--- src/rtl/conv_kernel_pos.sv ---
// Walks a WxH frame raster and tags each accepted pixel beat with its centre row/col and border flags.
// Latency 1 beat-to-output; in_rdy_o follows the single output register (no bubble under continuous out_rdy_i).
package conv_pkg;
   typedef struct packed {
      logic n1;
      logic n2;
      logic s1;
      logic s2;
      logic e1;
      logic e2;
      logic w1;
      logic w2;
   } kernel_pos_t;
endpackage

module conv_kernel_pos #(
   parameter int DIM_W = 12
) (
   input  logic                 clk,
   input  logic                 arst,
   input  logic                 start_i,
   input  logic [DIM_W-1:0]     cfg_width_i,
   input  logic [DIM_W-1:0]     cfg_height_i,
   output logic                 busy_o,
   output logic                 done_o,
   output logic                 err_o,
   input  logic                 in_vld_i,
   output logic                 in_rdy_o,
   output logic                 out_vld_o,
   input  logic                 out_rdy_i,
   output conv_pkg::kernel_pos_t out_kernel_pos_o,
   output logic [DIM_W-1:0]     out_row_o,
   output logic [DIM_W-1:0]     out_col_o
);

   localparam logic [DIM_W-1:0] ONE  = DIM_W'(1);
   localparam logic [DIM_W-1:0] TWO  = DIM_W'(2);
   localparam logic [DIM_W-1:0] ZERO = '0;

   typedef enum logic {ST_IDLE, ST_RUN} state_t;

   state_t                r_state;
   state_t                w_state_nxt;
   logic                  w_start_ok;
   logic                  w_cfg_err;
   logic                  w_accept;
   logic                  w_last_col;
   logic                  w_last;
   logic [DIM_W-1:0]      r_width;
   logic [DIM_W-1:0]      r_height;
   logic [DIM_W-1:0]      r_row;
   logic [DIM_W-1:0]      r_col;
   logic                  r_out_vld;
   logic                  r_done;
   logic                  r_err;
   conv_pkg::kernel_pos_t r_kpos;
   conv_pkg::kernel_pos_t w_kpos;
   logic [DIM_W-1:0]      r_out_row;
   logic [DIM_W-1:0]      r_out_col;

   assign in_rdy_o   = (r_state == ST_RUN) & (~r_out_vld | out_rdy_i);
   assign w_accept   = in_vld_i & in_rdy_o;
   assign w_last_col = (r_col == r_width - ONE);
   assign w_last     = w_last_col & (r_row == r_height - ONE);

   // The >= TWO guards stop W-2/H-2 from wrapping into a false match on tiny frames.
   always_comb begin
      w_kpos    = '0;
      w_kpos.n2 = (r_row == ZERO);
      w_kpos.n1 = (r_row == ONE);
      w_kpos.s2 = (r_row == r_height - ONE);
      w_kpos.s1 = (r_height >= TWO) && (r_row == r_height - TWO);
      w_kpos.w2 = (r_col == ZERO);
      w_kpos.w1 = (r_col == ONE);
      w_kpos.e2 = (r_col == r_width - ONE);
      w_kpos.e1 = (r_width >= TWO) && (r_col == r_width - TWO);
   end

   always_comb begin
      w_state_nxt = r_state;
      w_start_ok  = 1'b0;
      w_cfg_err   = 1'b0;
      case (r_state)
         ST_IDLE: begin
            if (start_i) begin
               if ((cfg_width_i == ZERO) || (cfg_height_i == ZERO)) begin
                  w_cfg_err = 1'b1;
               end else begin
                  w_start_ok  = 1'b1;
                  w_state_nxt = ST_RUN;
               end
            end
         end
         ST_RUN: begin
            if (w_accept && w_last) begin
               w_state_nxt = ST_IDLE;
            end
         end
         default: w_state_nxt = ST_IDLE;
      endcase
   end

   always_ff @(posedge clk or posedge arst) begin
      if (arst) begin
         r_state  <= ST_IDLE;
         r_width  <= '0;
         r_height <= '0;
         r_row    <= '0;
         r_col    <= '0;
         r_done   <= 1'b0;
         r_err    <= 1'b0;
      end else begin
         r_state <= w_state_nxt;
         r_done  <= w_accept & w_last;
         r_err   <= w_cfg_err;
         if (w_start_ok) begin
            r_width  <= cfg_width_i;
            r_height <= cfg_height_i;
            r_row    <= '0;
            r_col    <= '0;
         end else if (w_accept) begin
            if (w_last_col) begin
               r_col <= '0;
               r_row <= r_row + ONE;
            end else begin
               r_col <= r_col + ONE;
            end
         end
      end
   end

   always_ff @(posedge clk or posedge arst) begin
      if (arst) begin
         r_out_vld <= 1'b0;
         r_kpos    <= '0;
         r_out_row <= '0;
         r_out_col <= '0;
      end else if (w_accept) begin
         r_out_vld <= 1'b1;
         r_kpos    <= w_kpos;
         r_out_row <= r_row;
         r_out_col <= r_col;
      end else if (out_rdy_i) begin
         r_out_vld <= 1'b0;
      end
   end

   assign busy_o           = (r_state == ST_RUN);
   assign done_o           = r_done;
   assign err_o            = r_err;
   assign out_vld_o        = r_out_vld;
   assign out_kernel_pos_o = r_kpos;
   assign out_row_o        = r_out_row;
   assign out_col_o        = r_out_col;

endmodule

--- config.mk ---
export PLATFORM = sky130hd
export DESIGN_NAME = conv_kernel_pos
export DESIGN_NICKNAME = d
export VERILOG_FILES = /design/src/rtl/conv_kernel_pos.sv
export SDC_FILE = /design/constraint.sdc
export NUM_CORES = 1
export LEC_CHECK = 0
export ABC_AREA = 1
export CAP_MARGIN = 10
export CORE_MARGIN = 1.5
export CORE_UTILIZATION = 58
export CTS_CLUSTER_DIAMETER = 50
export DETAILED_ROUTE_END_ITERATION = 8
export HOLD_SLACK_MARGIN = 0.03
export MAX_ROUTING_LAYER = met4
export PLACE_DENSITY = 0.82
export SETUP_SLACK_MARGIN = 0.4
export SYNTH_ARGS = -nofsm -noshare
export SYNTH_HDL_FRONTEND = slang
export SYNTH_SLANG_ARGS = --single-unit
--- constraint.sdc ---
create_clock -name clk -period 7.7 [get_ports clk]
set_input_delay 2.31 -clock clk [delete_from_list [all_inputs] [get_ports clk]]
set_output_delay 2.31 -clock clk [all_outputs]
set_load 0.05 [all_outputs]
==> flow_summary.yaml <==
timing:
  fin_crit_sh: 0.797
  fmax_mhz: 163
  finClkSkew_ps: 17.2
  max_slew.worst_pin.slew_ps: 1040
  max_slew_margin: 0.307
  rsz0062_at_grt: "no"
  drv_slew: 0
  tns_ps: 0
  hold_viol_final: 0
  period_minus_slack_ps: 6140
  setup_viol: 0
synth:
  synth_top_family_by_area: "simple AND/OR/NAND/NOR gates"
  avgSynthCellArea_um2: 7.03
  synthAdderAreaFrac: 0.0295
  ys_seq_area_frac: 0.381
  synth_cell_types: 35
  synth.area.top_cells: "dfrtp_1 (38%), nand2_1 (17%), nand3_1 (6.7%), inv_1 (5.4%), xor2_1 (5.1%)"
  ys_top_cells_by_count: "nand2_1 (252), dfrtp_1 (84), inv_1 (80)"
  synth_largest_area_cell: "dfrtp_1"
  synth_compound_area_frac: 0.0667
  synth_enable_flop_cells: 0
  yosys.area.top_type_share: 0.381
  ys.flop_type: "dfrtp_1"
  yosys.area_share.simple: 0.364
  ys_async_sr_fraction: 1.00
  syn_nets: 827
  netlist_area_um2: 5520
  synthCells: 785
  synthMostInstantiatedCell: "nand2_1"
  synthXorXnorAreaFrac: 0.0769
  yosysWarningCount: 0
  ys_ff_latch: 84
  synthMuxAreaShare: 0
hold_path:
  holdPathStages: 2
  hp-class: "flop to flop"
  hold_path_end: "out_kernel_pos_o[7]"
  hold_start: "out_kernel_pos_o[7]"
clocking:
  cts_buffer_depth: 2
  cts_buffers: 9
  cts_resized: 0
  cts.sinks: 84
  htreeDepth: 3
  clk_pin_slew_ps: 80
  clockRootBuffer: "clkbuf_8"
  cts_setup_buffers: 0
  clock_latency_ps: 360
  cts_tree: "built"
  hold_buffers: 0
setup_path:
  reg2reg_slack_ps: 5140
  worstPathRequired_ps: 5390
  reg2reg_to: "r_col[8]"
  crit_fanout: 3
  crit_path_cell_trace: "clkdlybuf4s50_1 -> inv_1 -> nand2_1 -> and2_1 -> clkdlybuf4s50_1"
  rr_worst_depth: 13
  crit_path_frequent_cell: "clkdlybuf4s50_1"
  crit_family: "buffers and inverters"
  cp_slowest_stage_delay_ps: 800
  cp-end-kind: "primary output"
  critPathLaunchType: "input port"
  cp.depth: 5
  slowest_stage: "clkdlybuf4s50_1"
  timing.rr.start: "r_width[0]"
  critical_path_buf_inv_count: 3
  path_class: "input port to primary output"
  arrival_ps: 3830
floorplan:
  pin_count: 66
  fp.dieW_um: 101
  core-area_um2: 9240
  fp-row-count: 35
  start_util: 0.597
  design.die.area_um2: 10100
  die_h_um: 101
flow_run:
  maxCapViolCount: 0
power:
  ir_worst_vdd_uv: 141
  power_density_nw_per_um2: 266
  p_leak_nw: 3.14
  power.total_mw: 1.71
global_route:
  grt_first_pass_wirelength_um: 23600
  grt_usage: 0.309
  antenna_found_initial: 0
  grt_max_degree: 85
  gr-total-overflow: 0
  grt_pass1_vias: 4905
drt:
  post_drt_wl_per_cell_um: 14.5
  ant_nets: 0
  drt-initial-drc-count: 387
  viasPerCell: 5.41
  wirelength_um: 14100
  vias: 5267
  dr.pass1.iters: 5
  drc_errors: 0
placement:
  place_congestion: 0.958
  place_area_um2: 6230
  port_buffers: 65
  place_inst: 957
  hpwlAfterDp_um: 10600
layout:
  fill_cells: 812
  area_growth_pct: 16.4
  drive_gt1_frac: 0.0557
  postLayoutCoreUtil: 0.695
  final_net_count: 881
  multi_input_area_um2: 2970
  design_area_um2: 6420
  antenna-diode-count: 0
  fin_cells: 973
  seqCellArea_um2: 2100
run_status:
  status: "complete, no violations"
==> final cells by class <==
type	instances	share of cell area
Clock buffer	10	0.0199
Clock inverter	6	0.0111
Inverter	84	0.0493
Multi-Input combinational cell	591	0.462
Sequential cell	84	0.327
Tap cell	129	0.0251
Timing Repair Buffer	69	0.106
==> sequential cells by signal, summed over array words and instances, names as in the netlist, 8 cells and up <==
signal,cells
out_col_o,12
out_row_o,12
r_col,12
r_height,12
r_row,12
r_width,12
out_kernel_pos_o,8
==> through the flow <==
step           hold WS, ps  setup WS (ps)
2_1_floorplan          491           2550
3_3_place_gp           462           1590
3_5_place_dp           466           1580
4_1_cts                487           1560
5_1_grt                503           1480
6_report               485           1560
==> worst max-delay path by stage <==
| stage | from | endpoint | slack, ps |
|---|---|---|---|
| 2_1_floorplan | out_rdy_i | in_rdy_o | 2550 |
| 3_3_place_gp | out_rdy_i | in_rdy_o | 1590 |
| 3_5_place_dp | out_rdy_i | in_rdy_o | 1580 |
| 4_1_cts | out_rdy_i | in_rdy_o | 1560 |
| 5_1_grt | out_rdy_i | in_rdy_o | 1480 |
| 6_report | out_rdy_i | in_rdy_o | 1560 |
==> cell families (layout without fill, tap and decap cells) <==
logic type	after synthesis	count (layout)
AO/OA/AOI/OAI	69	69
XOR/XNOR	46	46
adder cells (fa/ha/maj)	13	13
buffers and inverters	110	169
flip-flops	84	84
AND/OR/NAND/NOR	463	463
==> power by group <==
group / leakage, nW / internal [mW] / total [mW] / switching (mW)
Clock: 0.0935 / 0.153 / 0.327 / 0.174
Sequential: 1.11 / 0.512 / 0.609 / 0.0969
Combinational: 1.93 / 0.270 / 0.772 / 0.502
==> cell usage in the layout, fill, tap and decap left out, drive strengths merged, types with 2 or more instances in the layout <==
| cell | n |
|---|---|
| ha | 13 |
| o211ai | 3 |
| nor4 | 3 |
| o21ai | 56 |
| xnor2 | 12 |
| or2 | 4 |
| nand4 | 18 |
| and3 | 2 |
| nand3 | 79 |
| nand2 | 257 |
| nand3b | 4 |
| inv | 83 |
| buf | 4 |
| dfrtp | 84 |
| clkbuf | 10 |
| nor3 | 15 |
| clkdlybuf4s50 | 65 |
| clkinv | 4 |
| o21bai | 2 |
| a21oi | 5 |
| xor2 | 33 |
| clkinvlp | 2 |
| nor2 | 80 |
==> tightest hold or removal path: stages, from the launching register on <==
cell and delay, ps:
dfrtp_1 350, nand2_1 50, nand2_1 50
==> layer usage <==
| layer | share of wire | wire [µm] | GRT usage | vias to the layer above |
|---|---|---|---|---|
| met5 | 0 | 0 | - | - |
| met4 | 0.0088 | 125 | 0.0780 | 0 |
| met3 | 0.064 | 901 | 0.0458 | 14 |
| met2 | 0.44 | 6180 | 0.460 | 216 |
| met1 | 0.49 | 6930 | 0.445 | 2437 |
| li1 | - | - | - | 2600 |
Note: power is estimated with default switching activity, not from simulation.
